File: src/rtl/bus_decoder_ctrl_pkg.sv
// rtl/bus_decoder_ctrl_pkg.sv - shared states, default address map and width helper
package bus_pkg;

  typedef enum logic [1:0] {
    IDLE   = 2'd0,
    ACCESS = 2'd1,
    RESP   = 2'd2
  } bus_state_e;

  localparam int BUS_ADDR_W      = 8;
  localparam int BUS_DATA_W      = 8;
  localparam int BUS_NUM_SLAVES  = 4;
  localparam int BUS_REGION_BITS = 5;
  localparam int BUS_BASE_ADDR   = 0;
  localparam int BUS_TIMEOUT     = 16;

  // Width needed to hold values 0..n-1, never less than one bit.
  function automatic int min1_clog2(input int n);
    return (n > 1) ? $clog2(n) : 1;
  endfunction

endpackage

File: src/rtl/bus_decoder_ctrl_if.sv
// rtl/bus_decoder_ctrl_if.sv - master-side and slave-side bus signals of the decoder
interface bus_decoder_ctrl_if
  import bus_pkg::*;
#(
  parameter int ADDR_W     = BUS_ADDR_W,
  parameter int DATA_W     = BUS_DATA_W,
  parameter int NUM_SLAVES = BUS_NUM_SLAVES
);
  logic                         m_req;
  logic                         m_wr;
  logic [ADDR_W-1:0]            m_addr;
  logic [DATA_W-1:0]            m_wdata;
  logic [DATA_W-1:0]            m_rdata;
  logic                         m_ack;
  logic                         m_err;
  logic [NUM_SLAVES-1:0]        s_sel;
  logic                         s_wr;
  logic [ADDR_W-1:0]            s_addr;
  logic [DATA_W-1:0]            s_wdata;
  logic [NUM_SLAVES*DATA_W-1:0] s_rdata;
  logic [NUM_SLAVES-1:0]        s_ack;

  modport slave (
    input  m_req, m_wr, m_addr, m_wdata, s_rdata, s_ack,
    output m_rdata, m_ack, m_err, s_sel, s_wr, s_addr, s_wdata
  );

  modport master (
    output m_req, m_wr, m_addr, m_wdata, s_rdata, s_ack,
    input  m_rdata, m_ack, m_err, s_sel, s_wr, s_addr, s_wdata
  );
endinterface

File: src/rtl/bus_decoder_ctrl_region_dec.sv
// rtl/bus_decoder_ctrl_region_dec.sv - combinational address to region hit/index/one-hot decode
module bus_region_dec
  import bus_pkg::*;
#(
  parameter int ADDR_W      = BUS_ADDR_W,
  parameter int NUM_SLAVES  = BUS_NUM_SLAVES,
  parameter int REGION_BITS = BUS_REGION_BITS,
  parameter int BASE_ADDR   = BUS_BASE_ADDR,
  localparam int IDX_W      = min1_clog2(NUM_SLAVES)
) (
  input  logic [ADDR_W-1:0]     addr,
  output logic                  hit,
  output logic [IDX_W-1:0]      idx,
  output logic [NUM_SLAVES-1:0] onehot
);
  logic [ADDR_W-1:0] off;
  logic [31:0]       region;

  // Offset-based compare: the region index never wraps past the top of the address space.
  assign off    = addr - ADDR_W'(BASE_ADDR);
  assign region = 32'(off >> REGION_BITS);
  assign hit    = (addr >= ADDR_W'(BASE_ADDR)) && (region < 32'(NUM_SLAVES));
  assign idx    = region[IDX_W-1:0];
  assign onehot = hit ? (NUM_SLAVES'(1) << idx) : '0;
endmodule

File: src/rtl/bus_decoder_ctrl.sv
// rtl/bus_decoder_ctrl.sv - registered address decoder and single-transaction bus controller
module bus_decoder_ctrl
  import bus_pkg::*;
#(
  parameter int ADDR_W      = BUS_ADDR_W,
  parameter int DATA_W      = BUS_DATA_W,
  parameter int NUM_SLAVES  = BUS_NUM_SLAVES,
  parameter int REGION_BITS = BUS_REGION_BITS,
  parameter int BASE_ADDR   = BUS_BASE_ADDR,
  parameter int TIMEOUT     = BUS_TIMEOUT
) (
  input  logic                clk,
  input  logic                reset,
  bus_decoder_ctrl_if.slave   bus,
  output logic                busy,
  output logic [7:0]          err_count
);
  localparam int IDX_W = min1_clog2(NUM_SLAVES);
  localparam int CNT_W = min1_clog2(TIMEOUT);

  bus_state_e            state_q, state_d;
  logic [NUM_SLAVES-1:0] sel_q, sel_d;
  logic [IDX_W-1:0]      idx_q, idx_d;
  logic                  wr_q, wr_d;
  logic [ADDR_W-1:0]     addr_q, addr_d;
  logic [DATA_W-1:0]     wdata_q, wdata_d;
  logic [DATA_W-1:0]     rdata_q, rdata_d;
  logic                  err_q, err_d;
  logic [CNT_W-1:0]      cnt_q, cnt_d;
  logic [7:0]            err_count_q, err_count_d;

  logic                  dec_hit;
  logic [IDX_W-1:0]      dec_idx;
  logic [NUM_SLAVES-1:0] dec_onehot;

  bus_region_dec #(
    .ADDR_W      (ADDR_W),
    .NUM_SLAVES  (NUM_SLAVES),
    .REGION_BITS (REGION_BITS),
    .BASE_ADDR   (BASE_ADDR)
  ) u_dec (
    .addr   (bus.m_addr),
    .hit    (dec_hit),
    .idx    (dec_idx),
    .onehot (dec_onehot)
  );

  always_comb begin
    state_d     = state_q;
    sel_d       = sel_q;
    idx_d       = idx_q;
    wr_d        = wr_q;
    addr_d      = addr_q;
    wdata_d     = wdata_q;
    rdata_d     = rdata_q;
    err_d       = err_q;
    cnt_d       = cnt_q;
    err_count_d = err_count_q;
    case (state_q)
      IDLE: begin
        if (bus.m_req) begin
          wr_d    = bus.m_wr;
          addr_d  = bus.m_addr;
          wdata_d = bus.m_wdata;
          cnt_d   = '0;
          if (dec_hit) begin
            sel_d   = dec_onehot;
            idx_d   = dec_idx;
            err_d   = 1'b0;
            state_d = ACCESS;
          end else begin
            sel_d   = '0;
            err_d   = 1'b1;
            state_d = RESP;
          end
        end
      end
      ACCESS: begin
        cnt_d = cnt_q + 1'b1;
        // Only the selected slave's ack counts, and it beats a coincident timeout.
        if (bus.s_ack[idx_q]) begin
          if (!wr_q) rdata_d = bus.s_rdata[idx_q*DATA_W +: DATA_W];
          sel_d   = '0;
          cnt_d   = '0;
          err_d   = 1'b0;
          state_d = RESP;
        end else if ((TIMEOUT != 0) && (cnt_q == CNT_W'(TIMEOUT - 1))) begin
          sel_d   = '0;
          cnt_d   = '0;
          err_d   = 1'b1;
          state_d = RESP;
        end
      end
      RESP: begin
        if (err_q && (err_count_q != 8'hFF)) err_count_d = err_count_q + 8'd1;
        state_d = IDLE;
      end
      default: state_d = IDLE;
    endcase
  end

  always_ff @(posedge clk) begin
    if (reset) begin
      state_q     <= IDLE;
      sel_q       <= '0;
      idx_q       <= '0;
      wr_q        <= 1'b0;
      addr_q      <= '0;
      wdata_q     <= '0;
      rdata_q     <= '0;
      err_q       <= 1'b0;
      cnt_q       <= '0;
      err_count_q <= '0;
    end else begin
      state_q     <= state_d;
      sel_q       <= sel_d;
      idx_q       <= idx_d;
      wr_q        <= wr_d;
      addr_q      <= addr_d;
      wdata_q     <= wdata_d;
      rdata_q     <= rdata_d;
      err_q       <= err_d;
      cnt_q       <= cnt_d;
      err_count_q <= err_count_d;
    end
  end

  assign bus.s_sel   = sel_q;
  assign bus.s_wr    = wr_q;
  assign bus.s_addr  = addr_q;
  assign bus.s_wdata = wdata_q;
  assign bus.m_rdata = rdata_q;
  assign bus.m_ack   = (state_q == RESP) && !err_q;
  assign bus.m_err   = (state_q == RESP) && err_q;
  assign busy        = (state_q != IDLE);
  assign err_count   = err_count_q;
endmodule
File: src/flat_wrapper.sv
// flat-port wrapper written by rule: the top's interface ports become plain ports
module bus_decoder_ctrl_flat import bus_pkg::*;
#(
  parameter int ADDR_W      = BUS_ADDR_W,
  parameter int DATA_W      = BUS_DATA_W,
  parameter int NUM_SLAVES  = BUS_NUM_SLAVES,
  parameter int REGION_BITS = BUS_REGION_BITS,
  parameter int BASE_ADDR   = BUS_BASE_ADDR,
  parameter int TIMEOUT     = BUS_TIMEOUT
)
  (clk, reset, busy, err_count, bus_m_req, bus_m_wr, bus_m_addr, bus_m_wdata, bus_s_rdata, bus_s_ack, bus_m_rdata, bus_m_ack, bus_m_err, bus_s_sel, bus_s_wr, bus_s_addr, bus_s_wdata);
  bus_decoder_ctrl_if #(.ADDR_W(ADDR_W), .DATA_W(DATA_W), .NUM_SLAVES(NUM_SLAVES)) bus_i ();
  input  logic clk;
  input  logic reset;
  output logic busy;
  output logic [7:0] err_count;
  input wire logic [$bits(bus_i.m_req)-1:0] bus_m_req;
  input wire logic [$bits(bus_i.m_wr)-1:0] bus_m_wr;
  input wire logic [$bits(bus_i.m_addr)-1:0] bus_m_addr;
  input wire logic [$bits(bus_i.m_wdata)-1:0] bus_m_wdata;
  input wire logic [$bits(bus_i.s_rdata)-1:0] bus_s_rdata;
  input wire logic [$bits(bus_i.s_ack)-1:0] bus_s_ack;
  output wire logic [$bits(bus_i.m_rdata)-1:0] bus_m_rdata;
  output wire logic [$bits(bus_i.m_ack)-1:0] bus_m_ack;
  output wire logic [$bits(bus_i.m_err)-1:0] bus_m_err;
  output wire logic [$bits(bus_i.s_sel)-1:0] bus_s_sel;
  output wire logic [$bits(bus_i.s_wr)-1:0] bus_s_wr;
  output wire logic [$bits(bus_i.s_addr)-1:0] bus_s_addr;
  output wire logic [$bits(bus_i.s_wdata)-1:0] bus_s_wdata;
  assign bus_i.m_req = bus_m_req;
  assign bus_i.m_wr = bus_m_wr;
  assign bus_i.m_addr = bus_m_addr;
  assign bus_i.m_wdata = bus_m_wdata;
  assign bus_i.s_rdata = bus_s_rdata;
  assign bus_i.s_ack = bus_s_ack;
  assign bus_m_rdata = bus_i.m_rdata;
  assign bus_m_ack = bus_i.m_ack;
  assign bus_m_err = bus_i.m_err;
  assign bus_s_sel = bus_i.s_sel;
  assign bus_s_wr = bus_i.s_wr;
  assign bus_s_addr = bus_i.s_addr;
  assign bus_s_wdata = bus_i.s_wdata;
  bus_decoder_ctrl #(.ADDR_W(ADDR_W), .DATA_W(DATA_W), .NUM_SLAVES(NUM_SLAVES), .REGION_BITS(REGION_BITS), .BASE_ADDR(BASE_ADDR), .TIMEOUT(TIMEOUT)) u_core (.clk(clk), .reset(reset), .bus(bus_i), .busy(busy), .err_count(err_count));
endmodule
File: config.mk
export PLATFORM = sky130hd
export DESIGN_NAME = bus_decoder_ctrl_flat
export DESIGN_NICKNAME = d
export VERILOG_FILES = /design/src/rtl/bus_decoder_ctrl_pkg.sv /design/src/rtl/bus_decoder_ctrl_if.sv /design/src/rtl/bus_decoder_ctrl_region_dec.sv /design/src/rtl/bus_decoder_ctrl.sv /design/src/flat_wrapper.sv
export SDC_FILE = /design/constraint.sdc
export NUM_CORES = 1
export LEC_CHECK = 0
export BUFFER_PORTS_ARGS = -buffer_cell sky130_fd_sc_hd__buf_2
export CAP_MARGIN = 20
export CELL_PAD_IN_SITES_DETAIL_PLACEMENT = 0
export CELL_PAD_IN_SITES_GLOBAL_PLACEMENT = 1
export CORE_UTILIZATION = 36
export DETAILED_ROUTE_END_ITERATION = 6
export PLACE_DENSITY = 0.85
export SYNTH_ARGS = -nofsm -noshare
export SYNTH_HDL_FRONTEND = slang
export SYNTH_SLANG_ARGS = --single-unit
File: constraint.sdc
create_clock -name clk -period 3.2 [get_ports clk]
set_clock_uncertainty 0.1 [all_clocks]
set_input_delay 0.64 -clock clk [delete_from_list [all_inputs] [get_ports clk]]
set_output_delay 0.64 -clock clk [all_outputs]
set_load 0.01 [all_outputs]
### Word level (Yosys, flattened, before mapping)

Cells that the tools add are included.

| cells by class | value |
|---|---|
| muxes and demuxes | 21 |
| $add $sub $neg | 2 |
| $lt $le $gt $ge | 3 |
| shifts and indexed selects | 2 |
| reduce and logical (&&, ||, !) cells | 15 |
| equality and inequality tests | 6 |
| bitwise logic cells | 1 |

Operators with widths:

| kind | count |
|---|---|
| 32-bit by 6-bit variable part select with 8-bit output | 1 |
| 4-bit two-way mux | 7 |
| 4-bit case mux with 2 select lines | 2 |
| 3-bit AND reduction | 3 |
| 8-bit by 1-bit adder with 8-bit output, second input constant | 1 |
| 8-bit by 1-bit >= comparator with 1-bit output, second input constant | 1 |
| 2-bit two-way mux | 4 |
| 8-bit != test, second input constant | 1 |
| 2-bit AND reduction | 4 |
| 1-bit two-way mux | 5 |
| 4-bit by 1-bit adder with 4-bit output, second input constant | 1 |
| 4-bit equality test, second input constant | 1 |
| 1-bit logical AND | 4 |
| 2-bit case mux with 2 select lines | 1 |
| 2-bit nonzero test | 2 |
| 1-bit by 2-bit left shift with 4-bit output, first input constant | 1 |
| 2-bit by 3-bit < comparator with 1-bit output, second input constant | 1 |
| 3-bit < comparator, second input constant | 1 |
| 3-bit by 1-bit != test with 1-bit output, second input constant | 1 |
| 1-bit binary-select mux with 2-bit select | 1 |
| 2-bit by 1-bit equality test with 1-bit output, second input constant | 1 |
| 2-bit equality test, second input constant | 1 |
| 2-bit zero test | 1 |
| 2-bit != test, second input constant | 1 |
| 3 further kinds | 3 |

| word-level totals | value |
|---|---|
| input bits | 56 |
| output and inout bits | 40 |
| word-level logic and storage cells | 60 |
| bits in registers | 46 |

### Logic depth before layout (Yosys ltp)

| depth | value |
|---|---|
| depth after elaboration | 5 |
| depth in mapped cells | 6 |
| depth with buffers taken out | 5 |

### Modules after synthesis

Synthesis repeated with hierarchy kept, for this count alone.

| second synthesis, totals | value |
|---|---|
| cells, all modules | 236 |
| area total of the unflattened synthesis | 2,203.4 um2 |

By module, submodules not included:

| module | instances | sequential area each (um2) | cells each | area each (um2) |
|---|---|---|---|---|
| bus_decoder_ctrl | 1 | 920.9 | 229 | 2,155.8 |
| bus_region_dec | 1 | 0.0 | 7 | 47.5 |

### Least setup slack after synthesis

OpenSTA, ideal clock, no wires.

| timing path | value |
|---|---|
| path type | in2reg |
| start | input port bus_s_ack[3] |
| end | register u_core.err_q |
| buffers on the path | 0 |
| path slack | 1,285 ps |
| setup time | 131 ps |
| required time | 2,969 ps |
| cell stages on the path | 4 |
| arrival | 1,684 ps |
| cells stage by stage | mux4_2 > o31ai_4 > nor2b_1 > nor3_1 |

| on the way | value |
|---|---|
| word-level cells in the longest chain between the ends | 4 |
| elaborated cells between the ends (all ways) | 6 |
| those cells by class | eq/ne (1); mux (4); reduce/logical (1) |

Ends and longest elaborated chain:

| item | line | RTL |
|---|---|---|
| start, declared | flat_wrapper.sv:22 | `input wire logic [$bits(bus_i.s_ack)-1:0] bus_s_ack;` |
| 1-bit binary-select mux with 2-bit select (*) | bus_decoder_ctrl.sv:81 | `if (bus.s_ack[idx_q]) begin` |
| 1-bit two-way mux (not written as such) (*) | bus_decoder_ctrl.sv:81 |  |
| 3-bit by 1-bit != test with 1-bit output (no line) or 1-bit two-way mux (tied branches) | - |  |
| 3-bit AND reduction (no line) or 1-bit case mux with 2 select lines (tied branches) | - |  |
| end signal, assigned | bus_decoder_ctrl.sv:122 | `err_q <= err_d;` |
| end, declared | bus_decoder_ctrl.sv:28 | `logic err_q, err_d;` |

Mark *: on every way between the ends. The rest lies on a longest branch, timed or not. The select of a mux whose other input is x is not followed.
A chain may end at the register's enable or synchronous reset.

### Worst setup path after layout

| timing path | value |
|---|---|
| start | register u_core.idx_q[1] |
| end | register u_core.rdata_q[1], in the netlist u_core.bus.m_rdata[1] |

| on the way | value |
|---|---|
| word-level cells in the longest chain between the ends | 3 |
| elaborated cells between the ends (all ways) | 4 |
| those cells by class | shift (1); mux (2); reduce/logical (1) |

Ends and longest elaborated chain:

| item | line | RTL |
|---|---|---|
| start, declared | bus_decoder_ctrl.sv:23 | `logic [IDX_W-1:0] idx_q, idx_d;` |
| start signal, assigned | bus_decoder_ctrl.sv:117 | `idx_q <= idx_d;` |
| parallel branches: the longest is 3 deep, another holds 32-bit by 6-bit variable part select with 8-bit output | - |  |
| end signal, assigned | bus_decoder_ctrl.sv:121 | `rdata_q <= rdata_d;` |
| end, declared | bus_decoder_ctrl.sv:27 | `logic [DATA_W-1:0] rdata_q, rdata_d;` |

Parallel ways; which one is timed is not known. The select of a mux whose other input is x is not followed.

==> impl_metrics.csv <==
group,metric,value,unit
logic_synthesis,synthMuxAreaShare,17.00,%
logic_synthesis,synth_fp_nets,282,
detailed_routing,drt_wl_total,4844,µm
worst_setup_path,cp_top_family,"simple AND/OR/NAND/NOR gates",
placement,post-place-ws,0.9434,ns
detailed_routing,post_drt_wl_per_cell,12.45,µm
worst_hold_path,min_path_type,"flop to flop",
timing,hold_slack,0.3558,ns
run_status,status,"finished, final reports clean",
power_and_ir_drop,cellPowerDensity,441.7,nW/µm²
timing,timing.fmax,0.4603,GHz
logic_synthesis,synth_top_family_by_area,"simple AND/OR/NAND/NOR gates",
clock_tree,cts-root-buf,"clkbuf_8",
clock_tree,cts.clk_slew.worst_paths,0.09,ns
worst_setup_path,critPathMaxStageDelay,0.67,ns
worst_setup_path,path_buf_inv,0,
global_routing,grt_first_pass_wirelength,7596,µm
global_routing,antenna_found_initial,0,
power_and_ir_drop,p_seq_share,50.8,%
floorplanning,start_util,37.74,%
worst_setup_path,cp_cell_sequence,"mux4_2 > nor3b_2 > mux2i_1 > nor2_1",
finish,area_growth,30.22,%
worst_setup_path,end_kind,"flop",
detailed_routing,num_vias,1878,
power_and_ir_drop,p_leak,1.243,nW
worst_setup_path,crit_type,"flop to flop",
logic_synthesis,synth_xor_area_share,2.095,%
timing,fin_tns_setup,0,ns
logic_synthesis,yosysSeqAreaShare,44.05,%
detailed_routing,ant_nets,0,
floorplanning,core_area,5540,µm²
detailed_routing,first_pass_iters,4,
floorplanning,io_pins,96,
floorplanning,row_count,27,
logic_synthesis,netlist_instances,224,
clock_tree,clock_latency,0.30,ns
clock_tree,cts_buffers,5,
power_and_ir_drop,pwr-share-comb,14.2,%
detailed_routing,vias_per_cell,4.828,
timing,finalMaxSlewViolations,0,
power_and_ir_drop,p_sw,292.1,µW
floorplanning,die_width,78.21,µm
finish,fin_area,2723,µm²
power_and_ir_drop,clockPowerShare,35.0,%
logic_synthesis,synth_top_area_cell,"dfxtp_1",
timing,worstMarginPinSlew,0.7764,ns
logic_synthesis,synth_warnings,0,
finish,fillCellCount,566,
worst_setup_path,setup.worst_path.start_class,"flop",
timing,setup_ws,1.028,ns
timing,relSlewSlack,48.01,%
timing,fin_crit,2.172,ns
global_routing,grt_use_total,15.87,%
logic_synthesis,synthesis.area,2091,µm²
logic_synthesis,syn-mean-instance-area,9.334,µm²
finish,drive_gt1_share,35.65,%
finish,postLayoutCoreUtil,49.14,%
timing,hold_violations,0,
worst_setup_path,slowest_stage,"nor3b_2",
power_and_ir_drop,p_int,910.5,µW
clock_tree,cts_tree,"done",
placement,dp_hpwl,3506,µm
clock_tree,clockBufferDepth,2,
job,max-cap-violations,0,
worst_setup_path,cp.required,3.27,ns
placement,gp_congestion,0.7472,
worst_setup_path,r2r_setup_slack,1.03,ns
detailed_routing,drt_iter0_markers,86,
finish,final_nets,374,
detailed_routing,drc,0,
timing,rsz0062_at_grt,"no",
worst_setup_path,crit_fanout,10,
clock_tree,ctsResizeCount,0,
finish,n_antenna_cell,0,
logic_synthesis,ys_types,40,
clock_tree,cts_max_level,2,
placement,postPlaceCellArea,2613,µm²
clock_tree,postCtsHoldBufs,0,
timing,post-route-period-util,67.88,%
global_routing,grt_max_degree,43,
floorplanning,die_y,78.21,µm
worst_setup_path,arrival,2.24,ns
logic_synthesis,ys_seq_elements,46,
placement,io_buffers,95,
logic_synthesis,ys_top_cells_by_area,"dfxtp_1, mux4_1, nand2_1",
power_and_ir_drop,switching_share,24.29,%
global_routing,grt_overflow_total,0,
logic_synthesis,yosys.area_share.adder,1.197,%
floorplanning,dieArea,6116,µm²
logic_synthesis,yosys.area_share.simple,20.95,%
global_routing,grt_pass1_vias,1662,
logic_synthesis,synth_top_cell_area_share,44.05,%
clock_tree,cts_setup_buffers,0,
timing,setup-violations-final,0,
clock_tree,clkSinkCount,46,
logic_synthesis,synth_compound_area_share,11.37,%
power_and_ir_drop,ir_drop,238.9,µV
[worst paths after layout]
check,depth (start not counted),from,endpoint
min,2,u_core.bus.s_addr[2],u_core.bus.s_addr[2]
max,4,u_core.idx_q[1],u_core.bus.m_rdata[1]
min reg2reg,2,u_core.bus.s_addr[2],u_core.bus.s_addr[2]
max reg2reg,4,u_core.idx_q[1],u_core.bus.m_rdata[1]
[registers in the layout, summed over array words and instances, names as in the netlist]
register            count
u_core.bus.s_sel        4
u_core.bus.s_wdata      8
u_core.err_q            1
u_core.state_q          2
u_core.bus.m_rdata      8
u_core.bus.s_addr       8
u_core.idx_q            2
u_core.bus.s_wr         1
u_core.cnt_q            4
u_core.err_count        8
[cells in the final DEF, fill, tap and decap left out, types with 2 or more instances in the layout]
master	count
buf_2	95
dfxtp_1	46
nand2_1	41
nor2_1	28
a21oi_1	24
mux2i_1	10
mux4_1	8
nor3_1	6
o21ai_0	5
xor2_1	5
clkbuf_8	5
nand3_1	4
and3_1	3
nor2b_1	3
buf_4	3
nand4_1	2
o211ai_1	2
mux2_2	2
ha_1	2
[cell families after synthesis]
logic type      count (synthesis)
flops                          46
compound gates                 39
fa+ha+maj                       2
simple gates                   97
xor+xnor                        5
buf+inv                        14
mux                            21
[per-stage QoR]
stage	total power [mW]	cells
6_report	1.203	389
5_1_grt	1.262	389
4_1_cts	1.220	389
3_5_place_dp	0.7973	381
3_3_place_gp	0.7944	381
2_1_floorplan	0.7238	224
[metal layers]
metal	GRT usage (%)	vias to the layer above	part of all wire, %
met4	6.111	0	1.5
met2	27.02	45	49
li1	-	965	-
met3	4.302	7	4.4
met1	18.99	861	45
met5	0	-	0
[worst register-to-register path: stages, from the launching register on]
cell and delay, ns:
dfxtp_1 0.59, mux4_2 0.38, nor3b_2 0.67, mux2i_1 0.26, nor2_1 0.05
[cells in the mapped netlist]
cell and n:
a211oi_1 1, a21boi_0 1, a21o_1 1, a21oi_1 24
a22oi_1 1, a32oi_1 1, and2_1 1, and3_1 3
and3b_1 1, buf_2 1, buf_6 2, clkbuf_1 9
clkbuf_2 1, dfxtp_1 46, ha_1 2, inv_1 1
mux2_2 2, mux2i_1 10, mux4_1 8, mux4_2 1
nand2_1 41, nand2b_1 1, nand3_1 4, nand3b_1 1
nand4_1 2, nand4b_1 1, nor2_1 28, nor2b_1 3
nor3_1 6, nor3b_1 1, nor3b_2 1, nor4_1 1
o211ai_1 2, o21ai_0 5, o21ba_2 1, o21bai_1 1
o31ai_4 1, or2_2 1, or3b_2 1, xor2_1 5
[final cells by class]
| type | count | area, µm² | share of cell area, % |
|---|---|---|---|
| clock inverters | 2 | 37.54 | 1.379 |
| well taps | 72 | 90.09 | 3.309 |
| clock buffers | 6 | 72.57 | 2.665 |
| inverters | 1 | 3.754 | 0.1379 |
| repair buffers | 98 | 498.0 | 18.29 |
| multi-input cells | 164 | 1100 | 40.40 |
| flip-flops and latches | 46 | 920.9 | 33.82 |
[power groups by stage]
stage	clock, mW	combinational, mW	sequential (mW)
final	0.421	0.171	0.611
after global routing	0.460	0.189	0.614
after CTS	0.435	0.174	0.611
after detailed placement	0	0.173	0.624
after global placement	0	0.171	0.624
after floorplan	0	0.0936	0.630
No activity file was read; power rests on OpenSTA's default activity.
